**src/rtl/pll_seq_ctrl.sv**
```systemverilog
// pll_seq_ctrl: brings the PLL up, supervises lock with timeout/retries, re-sequences on divider change or lock loss
module pll_seq_ctrl #(
    parameter int OFF_CYCLES = 4,
    parameter int LOCK_TIMEOUT = 2000,
    parameter int RETRY_MAX = 2,
    parameter logic [7:0] FBDIV_RESET = 8'd8
) (
    input  logic       rclk,
    input  logic       rst,
    input  logic       start,
    input  logic       cfg_valid,
    input  logic [7:0] cfg_fbdiv,
    output logic       cfg_ready,
    input  logic       pll_lock,
    output logic       pll_en,
    output logic [7:0] pll_fbdiv,
    output logic       ready,
    output logic       fault,
    output logic [7:0] relock_cnt,
    output logic [2:0] state
);
    localparam int CMAX = OFF_CYCLES > LOCK_TIMEOUT ? OFF_CYCLES : LOCK_TIMEOUT;
    localparam int CW = $clog2(CMAX + 1);
    localparam int RW = RETRY_MAX > 0 ? $clog2(RETRY_MAX + 1) : 1;
    localparam logic [CW-1:0] OFF_LAST = CW'(OFF_CYCLES - 1);
    localparam logic [CW-1:0] ACQ_LAST = CW'(LOCK_TIMEOUT - 1);
    localparam logic [RW-1:0] RMAX = RW'(RETRY_MAX);

    typedef enum logic [2:0] {
        IDLE   = 3'd0,
        OFF    = 3'd1,
        ACQ    = 3'd2,
        LOCKED = 3'd3,
        FAULT  = 3'd4
    } state_t;

    state_t st, st_n;
    logic [1:0] sync;
    logic lock_s;
    logic [CW-1:0] cnt, cnt_n;
    logic [RW-1:0] retries, retries_n;
    logic [7:0] fbdiv_n, relock_n;

    assign lock_s = sync[1];
    assign state = st;
    assign pll_en = st == ACQ || st == LOCKED;
    assign ready = st == LOCKED;
    assign fault = st == FAULT;
    assign cfg_ready = st == IDLE || st == LOCKED || st == FAULT;

    always_comb begin
        st_n = st;
        cnt_n = cnt;
        retries_n = retries;
        fbdiv_n = pll_fbdiv;
        relock_n = relock_cnt;
        if (cfg_valid && cfg_ready) fbdiv_n = cfg_fbdiv == 8'd0 ? 8'd1 : cfg_fbdiv;
        if (st != IDLE && !start) begin
            st_n = IDLE;
        end else if (st == LOCKED && cfg_valid) begin
            // a divider change outranks a simultaneous lock loss, so no relock is counted
            st_n = OFF;
            cnt_n = '0;
            retries_n = '0;
        end else begin
            case (st)
                IDLE: if (start) begin
                    st_n = OFF;
                    cnt_n = '0;
                    retries_n = '0;
                end
                OFF: if (cnt == OFF_LAST) begin
                    st_n = ACQ;
                    cnt_n = '0;
                end else cnt_n = cnt + CW'(1);
                ACQ: if (lock_s) st_n = LOCKED;
                else if (cnt == ACQ_LAST) begin
                    if (retries < RMAX) begin
                        retries_n = retries + RW'(1);
                        st_n = OFF;
                        cnt_n = '0;
                    end else st_n = FAULT;
                end else cnt_n = cnt + CW'(1);
                LOCKED: if (!lock_s) begin
                    relock_n = relock_cnt == 8'hff ? relock_cnt : relock_cnt + 8'd1;
                    retries_n = '0;
                    st_n = OFF;
                    cnt_n = '0;
                end
                default: ;
            endcase
        end
    end

    always_ff @(posedge rclk or posedge rst) begin
        if (rst) begin
            st <= IDLE;
            sync <= 2'b00;
            cnt <= '0;
            retries <= '0;
            pll_fbdiv <= FBDIV_RESET;
            relock_cnt <= 8'd0;
        end else begin
            st <= st_n;
            sync <= {sync[0], pll_lock};
            cnt <= cnt_n;
            retries <= retries_n;
            pll_fbdiv <= fbdiv_n;
            relock_cnt <= relock_n;
        end
    end
endmodule

```
**config.mk**
```make
export PLATFORM = sky130hd
export DESIGN_NAME = pll_seq_ctrl
export DESIGN_NICKNAME = d
export VERILOG_FILES = /design/src/rtl/pll_seq_ctrl.sv
export SDC_FILE = /design/constraint.sdc
export NUM_CORES = 1
export LEC_CHECK = 0
export CORE_UTILIZATION = 50
export CTS_BUF_LIST = sky130_fd_sc_hd__clkbuf_16
export DETAILED_ROUTE_END_ITERATION = 10
export PLACE_DENSITY = 0.78
export SLEW_MARGIN = 15
export SYNTH_ARGS = -nofsm -noshare
export SYNTH_HDL_FRONTEND = slang
export SYNTH_SLANG_ARGS = --single-unit
```
**constraint.sdc**
```tcl
create_clock -name rclk -period 2.2 [get_ports rclk]
set_input_delay 0.33 -clock rclk [delete_from_list [all_inputs] [get_ports rclk]]
set_output_delay 0.33 -clock rclk [all_outputs]
set_load 0.005 [all_outputs]
```
; ---- Word level (Yosys, flattened, before mapping)
; Index checks and enable logic that the tools add are counted.
[totals]
reg_bits = 34
in_bits = 13
output_inout_bits = 23
wordCells = 73
[classes]
n_addsub = 3
order_cmp = 1
n_eq_ne = 17
mux = 25
bitwise_logic = 4
reduce_logical = 17
[ops]
columns = operator, count
row1 = two-way mux 11 bit, 7
row2 = case mux 11 bit (4 select lines), 1
row3 = two-way mux 3 bit, 8
row4 = two-way mux 2 bit, 6
row5 = case mux 3 bit (4 select lines), 1
row6 = "adder 11 x 1 -> 11 bit, second input constant", 1
row7 = "equality test 11 bit, second input constant", 1
row8 = "equality test 11 x 2 -> 1 bit, second input constant", 1
row9 = AND reduction 5 bit, 2
row10 = "!= test 3 x 2 -> 1 bit, second input constant", 3
row11 = "adder 8 x 1 -> 8 bit, second input constant", 1
row12 = "equality test 8 bit, second input constant", 1
row13 = logical NOT 8 bit, 1
row14 = two-way mux 8 bit, 1
row15 = "!= test 4 x 2 -> 1 bit, second input constant", 2
row16 = AND reduction 7 bit, 1
row17 = "equality test 3 x 2 -> 1 bit, second input constant", 2
row18 = "!= test 3 x 1 -> 1 bit, second input constant", 2
row19 = case mux 2 bit (3 select lines), 1
row20 = AND reduction 6 bit, 1
row21 = nonzero test 6 bit, 1
row22 = "!= test 5 x 2 -> 1 bit, second input constant", 1
row23 = nonzero test 5 bit, 1
row24 = "!= test 4 x 3 -> 1 bit, second input constant", 1
row25 = 12 further kinds, 19

; ---- Logic depth before layout (Yosys ltp)
; Gate-level depths: netlist of run 1.
[logic_depth]
word_depth = 7
mapped_depth = 6
ltp_nobuf = 6

; ---- Worst setup path before layout of run 1
; OpenSTA, ideal clock, no wires.
[synth_path]
kind = flip-flop to flip-flop
from = register cnt[4]
to = register cnt[0]
t_arrival_ns = 1.714
t_required_ns = 2.075
slack_ns = 0.361
stages_incl_launch_ff = 6
n_path_buf = 0
synth_period_minus_slack_ns = 1.839
path_cell_list = dfrtp_1 > or3b_4 > or3_4 > o21ai_2 > nor2_2 > mux2_2
[synth_via]
elab_chain_len = 5
word_cells_on_any_way = 9
cone_classes = 3 x eq/ne / 5 x mux / 1 x reduce/logical
[synth_lines]
columns = element, line
row1 = "start, declared", 40  ; logic [CW-1:0] cnt, cnt_n;
row2 = "start signal, assigned", 106  ; cnt <= cnt_n;
row3 = equality test 11 bit, 77  ; else if (cnt == ACQ_LAST) begin
row4 = two-way mux 11 bit, 77
row5 = two-way mux 11 bit, 76  ; ACQ: if (lock_s) st_n = LOCKED;
row6 = case mux 11 bit (4 select lines), 66  ; case (st)
row7 = two-way mux 11 bit, 60  ; end else if (st == LOCKED && cfg_valid) begin
; Several ways; a longest one is shown, not always the timed one. The select of a mux whose other input is x is not followed.
; A chain may end at the register's enable or synchronous reset.

; ---- Worst setup path after layout of run 1
[layout_path]
from = register st[1], in the netlist state[1]
to = output pll_en
[layout_via]
elab_chain_len = 2
word_cells_on_any_way = 3
cone_classes = 2 x eq/ne / 1 x reduce/logical
[layout_lines]
columns = element, line
row1 = "start, declared", 37  ; state_t st, st_n;
row2 = "start signal, assigned", 104  ; st <= st_n;
row3 = equality test 3 x 2 -> 1 bit, 46  ; assign pll_en = st == ACQ || st == LOCKED;
row4 = logical OR 1 bit (*), 46
row5 = "end, declared", 15  ; output logic pll_en,
; Every way passes the cells marked *; elsewhere a longest branch is shown, timed or not.

==> summary.json, run 1 <==
{
  "filler_cell_count": 271,
  "crit_required_ps": 1870,
  "crit_chain": "nor2b_1 -> clkdlybuf4s50_1",
  "detail_route.first_pass.iterations": 4,
  "fp.dieW_um": 62.7,
  "yosys_warnings": 0,
  "fp.dieH_um": 62.7,
  "areaGrowthSynthToFinish_pct": 30.3,
  "vias_per_cell": 5.67,
  "cts.repair_timing.setup_buffer_count": 0,
  "pwr-share-clk": 0.299,
  "grt_start_max_net_pins": 35,
  "crit_fanout": 12,
  "cts_inserted_buffers": 5,
  "fin_crit_sh": 0.936,
  "synth_edf_count": 0,
  "timing.max_slew.rel_slack": 0.715,
  "cell_internal_pwr_w": 0.00154,
  "diodes": 0,
  "hold_violations": 0,
  "fin_nets": 232,
  "dp_hpwl_um": 2770,
  "initial_utilization": 0.535,
  "synth_top_cells_by_count": "33 x dfrtp_1, 13 x nand2_1, 10 x mux2_2",
  "drc": 0,
  "final-instance-count-excl-fill": 264,
  "detailroute.via_count": 1498,
  "port_buffers": 35,
  "finalWeightedCongestion": 0.853,
  "power_frac_seq": 0.385,
  "post_synth_inst_count": 174,
  "max_stage_delay_ps": 560,
  "floorplan.core_area_um2": 3440,
  "max_slew.worst_pin.slew_ps": 426,
  "rsz0062_at_grt": "no",
  "setup_tns_final_ps": 0,
  "postSynth.asyncResetShare": 1.00,
  "synthMostInstantiatedCell": "dfrtp_1",
  "worstPathArrival_ps": 1730,
  "cts_tree": "built",
  "finalCriticalPeriod_ps": 2060,
  "post_route_cells_drive_above_1_share": 0.183,
  "number_of_resized_instances_in_the_post_cts_repair_step": 0,
  "run_status": "finished, final reports clean",
  "synth_top_cells_by_area": "dfrtp_1 45%, mux2_2 6.1%, xor2_1 3.3%, nand2_1 2.7%, nand3_1 2.4%",
  "grt.overflow.total": 0,
  "post-place-cells": 256,
  "path_class": "reg2out",
  "switching_share": 0.289,
  "clk_transition_reported_paths_ps": 50,
  "ys_ff_latch": 34,
  "syn_area_um2": 1840,
  "cts_max_path_buffers": 2,
  "synth_nets": 189,
  "first_iter_violations": 99,
  "hold_ws_ps": 345,
  "antenna_found_initial": 0,
  "skew_ps": 3.42,
  "num_rows": 21,
  "fp.dieArea_um2": 3930,
  "clock_tree.htree_level_count": 2,
  "syn-mean-instance-area_um2": 10.6,
  "drt-total-wl_um": 3930,
  "report.final.slew_viol_count": 0,
  "synth_sequential_area_ratio": 0.463,
  "grt_first_pass_wirelength_um": 6930,
  "peak_vdd_ir_mv": 0.456,
  "synth.top_cell.area_share": 0.449,
  "utilization": 0.696,
  "fmax_mhz": 486,
  "holdPathStages": 0,
  "clockRootBuffer": "clkbuf_16",
  "synthFlopType": "dfrtp_1",
  "yosys.cell_types.count": 48,
  "drt.antenna.violating_nets": 0,
  "avgRoutedWirePerCell_um": 14.9,
  "leakagePower_nw": 1.05,
  "critPathLaunchType": "flip-flop",
  "critPathCaptureType": "primary output",
  "power.net_switching_w": 0.000626,
  "combinationalPowerShare": 0.316,
  "ff2ff_path_depth": 5,
  "grt_pass1_vias": 1554,
  "report.final.setup_viol": 0,
  "cts_sinks": 34,
  "yosysTopAreaCell": "dfrtp_1",
  "cts_hold_buffers": 0,
  "grtUsageTotal": 0.228,
  "holdCritPathClass": "reg2reg",
  "clk_latency_ps": 270,
  "slowest_stage": "clkdlybuf4s50_1",
  "io-pin-count": 36,
  "power_density_nw_per_um2": 904,
  "cap_viol_max_count": 0
}
==> critical path: cells and delay by family, from the launching register on <==
family / cells / cell delay, ps
buf+inv: 1 / 560
flops: 1 / 550
simple gates: 1 / 350
==> per-stage QoR <==
step / area [um^2] / total power [W] / setup WS [ps]
global route: 2400 / 0.00229 / 14.2
floorplan: 1840 / 0.00121 / 361
CTS: 2400 / 0.00219 / 135
detailed placement: 2260 / 0.00152 / 142
finish: 2400 / 0.00217 / 141
global placement: 2260 / 0.00150 / 228
==> sequential cells by signal, indices dropped and copies added (netlist names) <==
| signal | cells |
|---|---|
| cnt | 11 |
| retries | 2 |
| state | 3 |
| pll_fbdiv | 8 |
| relock_cnt | 8 |
| sync | 2 |
==> area by class of cell <==
| type | count | area, um^2 | share of cell area |
|---|---|---|---|
| Multi-Input combinational cell | 131 | 947 | 0.395 |
| Sequential cell | 34 | 852 | 0.355 |
| Timing Repair Buffer | 39 | 380 | 0.159 |
| Clock buffer | 5 | 125 | 0.0522 |
| Tap cell | 46 | 57.6 | 0.0240 |
| Inverter | 6 | 22.5 | 0.00939 |
| Clock inverter | 3 | 12.5 | 0.00522 |
==> final timing paths <==
kind	startpoint	end	slack, ps
min in group asynchronous	rst	relock_cnt[1]	450
hold / removal	sync[0]	sync[1]	350
setup reg to reg	cnt[4]	cnt[0]	230
hold reg to reg	sync[0]	sync[1]	350
max in group asynchronous	rst	pll_fbdiv[3]	1420
setup / recovery	state[1]	pll_en	140
==> cell families (layout without fill, tap and decap cells) <==
| family | after synthesis | count (layout) | synth area share |
|---|---|---|---|
| mux | 10 | 10 | 0.0612 |
| fa+ha+maj | 2 | 2 | 0.0136 |
| simple gates | 73 | 73 | 0.234 |
| flops | 34 | 34 | 0.463 |
| compound gates | 35 | 35 | 0.154 |
| xor+xnor | 11 | 11 | 0.0523 |
| buf+inv | 9 | 53 | 0.0224 |
==> layer usage <==
metal	vias to the layer above	GRT usage	wire, um
li1	717	-	-
met1	729	0.279	1690
met2	48	0.375	2000
met3	4	0.0675	213
met4	0	0.0959	27
met5	-	0	0
==> power by group through the flow <==
stage / Sequential [W] / Clock [W] / Combinational [W]
2_1_floorplan: 0.000822 / 0 / 0.000387
3_3_place_gp: 0.000834 / 0 / 0.000668
3_5_place_dp: 0.000842 / 0 / 0.000682
4_1_cts: 0.000835 / 0.000662 / 0.000692
5_1_grt: 0.000854 / 0.000697 / 0.000743
6_report: 0.000835 / 0.000647 / 0.000686
==> layout by cell type, fill, tap and decap left out, types with 3 or more instances in the layout <==
| cell type | count |
|---|---|
| nor3_1 | 7 |
| nand2_1 | 13 |
| nand2b_1 | 5 |
| dfrtp_1 | 33 |
| a21oi_1 | 3 |
| nor2_1 | 8 |
| nor2_2 | 5 |
| clkdlybuf4s50_1 | 35 |
| o21ai_0 | 6 |
| xor2_1 | 7 |
| a22o_1 | 5 |
| nor2b_1 | 3 |
| xnor2_1 | 4 |
| o21ai_1 | 4 |
| nand3_1 | 9 |
| buf_4 | 4 |
| and3_1 | 4 |
| inv_1 | 7 |
| mux2_2 | 10 |
| clkbuf_16 | 5 |
(Power assumes the default switching activity.)
==> run 2: changes to the inputs <==
Settings changed: CORE_UTILIZATION 50 to 46, PLACE_DENSITY 0.78 to 0.75.
Clock period 2.2 ns to 1.8 ns, I/O delays scaled along.
==> summary.json, run 2 (synthesis gave the netlist of run 1 again) <==
{
  "clk_latency_ps": 270,
  "crit_required_ps": 1960,
  "switching_share": 0.288,
  "dp_hpwl_um": 3210,
  "detail_route.first_pass.iterations": 4,
  "grt_start_max_net_pins": 35,
  "num_rows": 22,
  "holdCritPathClass": "reg2reg",
  "drt.antenna.violating_nets": 0,
  "cts_sinks": 34,
  "grt_first_pass_wirelength_um": 7910,
  "port_buffers": 35,
  "rsz0062_at_grt": "yes",
  "global_route.usage.met3": 0.0417,
  "fp.dieW_um": 65.3,
  "fin_total_pwr_w": 0.00305,
  "fp.dieH_um": 65.3,
  "floorplan.core_area_um2": 3740,
  "skew_ps": 3.63,
  "fmax_mhz": 508,
  "antenna_found_initial": 0,
  "globalRoute.busiestLayer": "met2",
  "fin_crit_sh": 1.09,
  "areaGrowthSynthToFinish_pct": 49.6,
  "timing.final.ws_setup_ps": -167,
  "cts_tree": "built",
  "drc": 0,
  "combinationalPowerShare": 0.367,
  "cts_inserted_buffers": 5,
  "cell_internal_pwr_w": 0.00217,
  "peak_vdd_ir_mv": 0.809,
  "run_status": "finished with violations",
  "crit_fanout": 5,
  "report.final.slew_viol_count": 0,
  "cts_max_path_buffers": 2,
  "cts_hold_buffers": 0,
  "fin_nets": 261,
  "largest_registers": "cnt: 11 flops, pll_fbdiv: 8 flops, relock_cnt: 8 flops",
  "hold_violations": 0,
  "grtUsageTotal": 0.246,
  "io-pin-count": 36,
  "power_density_nw_per_um2": 1110,
  "leakagePower_nw": 1.25,
  "post_route_cells_drive_above_1_share": 0.328,
  "clk_transition_reported_paths_ps": 50,
  "slowest_stage": "or4_4",
  "mostFrequentLayoutCells": "32 x dfrtp_1, 32 x clkdlybuf4s50_1, 32 x buf_4",
  "power_frac_seq": 0.326,
  "timing.max_slew.rel_slack": 0.706,
  "postLayoutCellArea_um2": 2750,
  "power.net_switching_w": 0.000880,
  "largest_reg_flops": 11,
  "detailroute.via_count": 1688,
  "grt_pass1_vias": 1682,
  "report.final.setup_viol": 13,
  "grt.overflow.total": 0,
  "final-instance-count-excl-fill": 295,
  "gr-usage-met2": 0.414,
  "avgRoutedWirePerCell_um": 16.7,
  "placement.cell_area_um2": 2420,
  "drt-total-wl_um": 4930,
  "finalWeightedCongestion": 0.844,
  "path_class": "reg2reg",
  "cap_viol_max_count": 0,
  "initial_utilization": 0.492,
  "clock_tree.htree_level_count": 2,
  "critPathCaptureType": "flip-flop",
  "path_delay_family": "simple AND/OR/NAND/NOR gates",
  "max_slew.worst_pin.slew_ps": 441,
  "worstPathArrival_ps": 2120,
  "max_stage_delay_ps": 560,
  "post-place-cells": 279,
  "first_iter_violations": 134,
  "met1_usage": 0.310,
  "pwr-share-clk": 0.307,
  "clockRootBuffer": "clkbuf_16",
  "fp.dieArea_um2": 4260,
  "violations": "setup timing",
  "hold_ws_ps": 357,
  "vias_per_cell": 5.72,
  "crit_chain": "or4_4 -> o31ai_4 -> o21a_4 -> nor2_4 -> mux2_4",
  "diodes": 0,
  "top_register_by_number_of_flip_flops": "cnt",
  "cp_num_buf_inv": 0,
  "finalCriticalPeriod_ps": 1970,
  "critPathLaunchType": "flip-flop"
}
==> run 2: changes by cell type in the layout (fill, tap and decap cells not counted), moves of 2 or more <==
cell,change
buf_4,+28
dlygate4sd2_1,+3
clkdlybuf4s50_1,-3
o21ai_0,-2
o21ai_2,+2
o21a_4,+2
==> run 2: final timing paths <==
path,start,to,slack [ps],depth (start not counted)
worst max-delay path,cnt[4],cnt[0],-170,5
worst min-delay path,sync[0],sync[1],360,0
worst max register to register,cnt[4],cnt[0],-170,5
worst min register to register,sync[0],sync[1],360,0
max in group asynchronous,rst,pll_fbdiv[3],1050,3
min in group asynchronous,rst,relock_cnt[7],400,3
==> run 2: cell type report <==
cell class | instances | area [um^2]
multi-input cells | 132 | 1070
clock buffers | 5 | 125
well taps | 48 | 60.1
fillers | 251 | 991
flip-flops and latches | 34 | 853
clock inverters | 3 | 37.5
inverters | 6 | 22.5
repair buffers | 67 | 587
==> run 2: worst reg2reg max path, stage by stage (launching register included) <==
cell     delay [ps]
dfrtp_1         410
or4_4           560
o31ai_4         330
o21a_4          230
nor2_4           60
mux2_4          270
==> run 2: timing repair <==
action | 4_1_cts | 5_1_grt
gates resized for setup | 16 | 10
endpoints found under the setup margin | 20 | 19
hold endpoints to repair | 0 | 0
buffers inserted | 5 | 3
cloned | 1 | 0
pin swaps | 12 | 8
==> run 2: stage by stage <==
| stage | util | TNS, ps | setup slack (ps) |
|---|---|---|---|
| finish | 0.735 | -1700 | -167 |
| detailed placement | 0.646 | -1230 | -119 |
| CTS | 0.720 | -788 | -109 |
| global route | 0.735 | -2430 | -202 |
| floorplan | - | -23.6 | -23.6 |
| global placement | 0.646 | -568 | -94.7 |
==> run 2: power groups by stage <==
stage | Clock [W] | Sequential (W) | Combinational, W
after floorplan | 0 | 0.00100 | 0.000473
after global placement | 0 | 0.000982 | 0.000924
after detailed placement | 0 | 0.000993 | 0.000958
after CTS | 0.000951 | 0.000986 | 0.00105
after global routing | 0.000983 | 0.00101 | 0.00119
final | 0.000937 | 0.000996 | 0.00112
==> run 2: routing by layer <==
metal | vias to the layer above | part of all wire | wire, um
met5 | - | 0 | 0
met4 | 0 | 0.030 | 146
met3 | 16 | 0.034 | 167
met2 | 52 | 0.52 | 2590
met1 | 839 | 0.41 | 2030
li1 | 781 | - | -
==> run 3: changes to the inputs <==
Settings changed: REMOVE_ABC_BUFFERS from default to 1.
==> summary.json, run 3 (synthesis gave the netlist of run 1 again) <==
{
  "run_status": "finished with violations",
  "violations": "setup timing",
  "vias_per_cell": 5.62,
  "peak_vdd_ir_mv": 0.640,
  "power_density_nw_per_um2": 1110,
  "detailroute.via_count": 1624,
  "grt.overflow.total": 0,
  "cts_tree": "built",
  "detail_route.first_pass.iterations": 4,
  "num_rows": 22,
  "power.net_switching_w": 0.000853,
  "globalRoute.busiestLayer": "met2",
  "first_iter_violations": 132,
  "crit_required_ps": 1960,
  "timing.max_slew.rel_slack": 0.666,
  "drc": 0,
  "floorplan.core_area_um2": 3740,
  "hold_violations": 0,
  "cts_sinks": 34,
  "clk_transition_reported_paths_ps": 50,
  "postLayoutCellArea_um2": 2680,
  "mostFrequentLayoutCells": "33 x dfrtp_1, 32 x clkdlybuf4s50_1, 24 x buf_4",
  "diodes": 0,
  "combinationalPowerShare": 0.346,
  "power_frac_seq": 0.332,
  "path_class": "reg2reg",
  "dp_hpwl_um": 3190,
  "placement.cell_area_um2": 2400,
  "report.final.setup_viol": 12,
  "fin_crit_sh": 1.08,
  "holdPathStages": 0,
  "grtUsageTotal": 0.241,
  "met1_usage": 0.281,
  "fp.dieArea_um2": 4260,
  "cap_viol_max_count": 0,
  "max_slew.worst_pin.slew_ps": 494,
  "fp.dieH_um": 65.3,
  "cell_internal_pwr_w": 0.00213,
  "avgRoutedWirePerCell_um": 16.5,
  "clockRootBuffer": "clkbuf_16",
  "ff2ff_path_depth": 5,
  "clock_tree.htree_level_count": 2,
  "timing.hold.worst_endpoint": "sync[1]",
  "layout_commonest_cell": "dfrtp_1",
  "r2r_setup_slk_ps": -150,
  "filler_cell_count": 263,
  "critPathLaunchType": "flip-flop",
  "grt_start_max_net_pins": 35,
  "rsz0062_at_grt": "yes",
  "initial_utilization": 0.492,
  "cts_inserted_buffers": 5,
  "largest_reg_flops": 11,
  "io-pin-count": 36,
  "final-instance-count-excl-fill": 289,
  "clk_latency_ps": 280,
  "areaGrowthSynthToFinish_pct": 45.8,
  "grt_pass1_vias": 1633,
  "port_buffers": 35,
  "largest_registers": "cnt: 11 flops, pll_fbdiv: 8 flops, relock_cnt: 8 flops",
  "antenna_found_initial": 0,
  "skew_ps": 3.32,
  "top_register_by_number_of_flip_flops": "cnt",
  "post-place-cells": 276,
  "drt.antenna.violating_nets": 0,
  "fin_nets": 255,
  "post_route_cells_drive_above_1_share": 0.299,
  "leakagePower_nw": 1.22,
  "worstPathArrival_ps": 2110,
  "pwr-share-clk": 0.322,
  "global_route.usage.met3": 0.0642,
  "switching_share": 0.286,
  "holdCritPathClass": "reg2reg",
  "critPathCaptureType": "flip-flop",
  "finalWeightedCongestion": 0.835,
  "drt-total-wl_um": 4770,
  "fin_total_pwr_w": 0.00298,
  "worstReg2RegStart": "cnt[4]",
  "cts_hold_buffers": 0,
  "fmax_mhz": 513,
  "report.final.slew_viol_count": 0,
  "hold_ws_ps": 388,
  "min-delay-start": "sync[0]",
  "fp.dieW_um": 65.3,
  "crit-reg2reg-capture": "cnt[0]",
  "cts_max_path_buffers": 2,
  "timing.final.ws_setup_ps": -149,
  "grt_first_pass_wirelength_um": 7650,
  "setup_tns_final_ps": -1270,
  "crit_fanout": 5,
  "finalCriticalPeriod_ps": 1950,
  "gr-usage-met2": 0.410
}
run 3: changes by cell type in the layout (fill, tap and decap cells not counted), sizes merged:
| cell | previous run | this run |
|---|---|---|
| dlygate4sd2 | 3 | 2 |
| inv | 7 | 6 |
| buf | 32 | 26 |
| clkinv | 1 | 2 |
| dlymetal6s2s | 0 | 1 |
run 3: layout make-up:
type                       count  area (um^2)  share of cell area
multi-input combinational    132         1030               0.384
sequential                    34          852               0.317
timing repair buffer          61          553               0.206
clock buffer                   5          125              0.0466
tap                           48         60.1              0.0224
clock inverter                 3         40.0              0.0149
inverter                       6         22.5             0.00839
run 3: worst max path at each step:
stage,from,cells past startpoint,slack (ps),to
finish,cnt[4],5,-150,cnt[0]
global route,cnt[7],5,-190,cnt[0]
CTS,cnt[8],5,-120,cnt[0]
global placement,start,5,-120,relock_cnt[5]
floorplan,cnt[4],5,-40,cnt[0]
detailed placement,start,5,-270,relock_cnt[5]
run 3: power by group through the flow:
stage | clock [W] | sequential (W) | combinational (W)
after floorplan | 0 | 0.00103 | 0.000432
after global routing | 0.00101 | 0.00101 | 0.00112
after global placement | 0 | 0.000982 | 0.000881
final | 0.000962 | 0.000991 | 0.00103
after CTS | 0.000974 | 0.000981 | 0.000948
after detailed placement | 0 | 0.000991 | 0.000912
run 3: critical path, cell delays in order (launching register included):
cell and delay [ps]:
dfrtp_1 400, or4_4 550, o31ai_4 340, o21a_4 230, nor2_4 50, mux2_2 260
run 3: layer usage:
| layer | part of all wire | vias up | wire (um) |
|---|---|---|---|
| li1 | - | 769 | - |
| met1 | 0.40 | 797 | 1930 |
| met2 | 0.52 | 48 | 2490 |
| met3 | 0.051 | 10 | 245 |
| met4 | 0.021 | 0 | 102 |
| met5 | 0 | - | 0 |
run 3: timing repair:
action | 4_1_cts | 5_1_grt
resized for setup | 8 | 12
setup endpoints to repair | 18 | 19
gates cloned | 1 | 0
pin swaps | 4 | 6
setup buffers | 2 | 2
run 3: per-stage QoR:
| step | util | setup WS (ps) |
|---|---|---|
| finish | 0.717 | -149 |
| global placement | 0.640 | -119 |
| global route | 0.717 | -189 |
| detailed placement | 0.640 | -268 |
| floorplan | - | -39.1 |
| CTS | 0.698 | -120 |
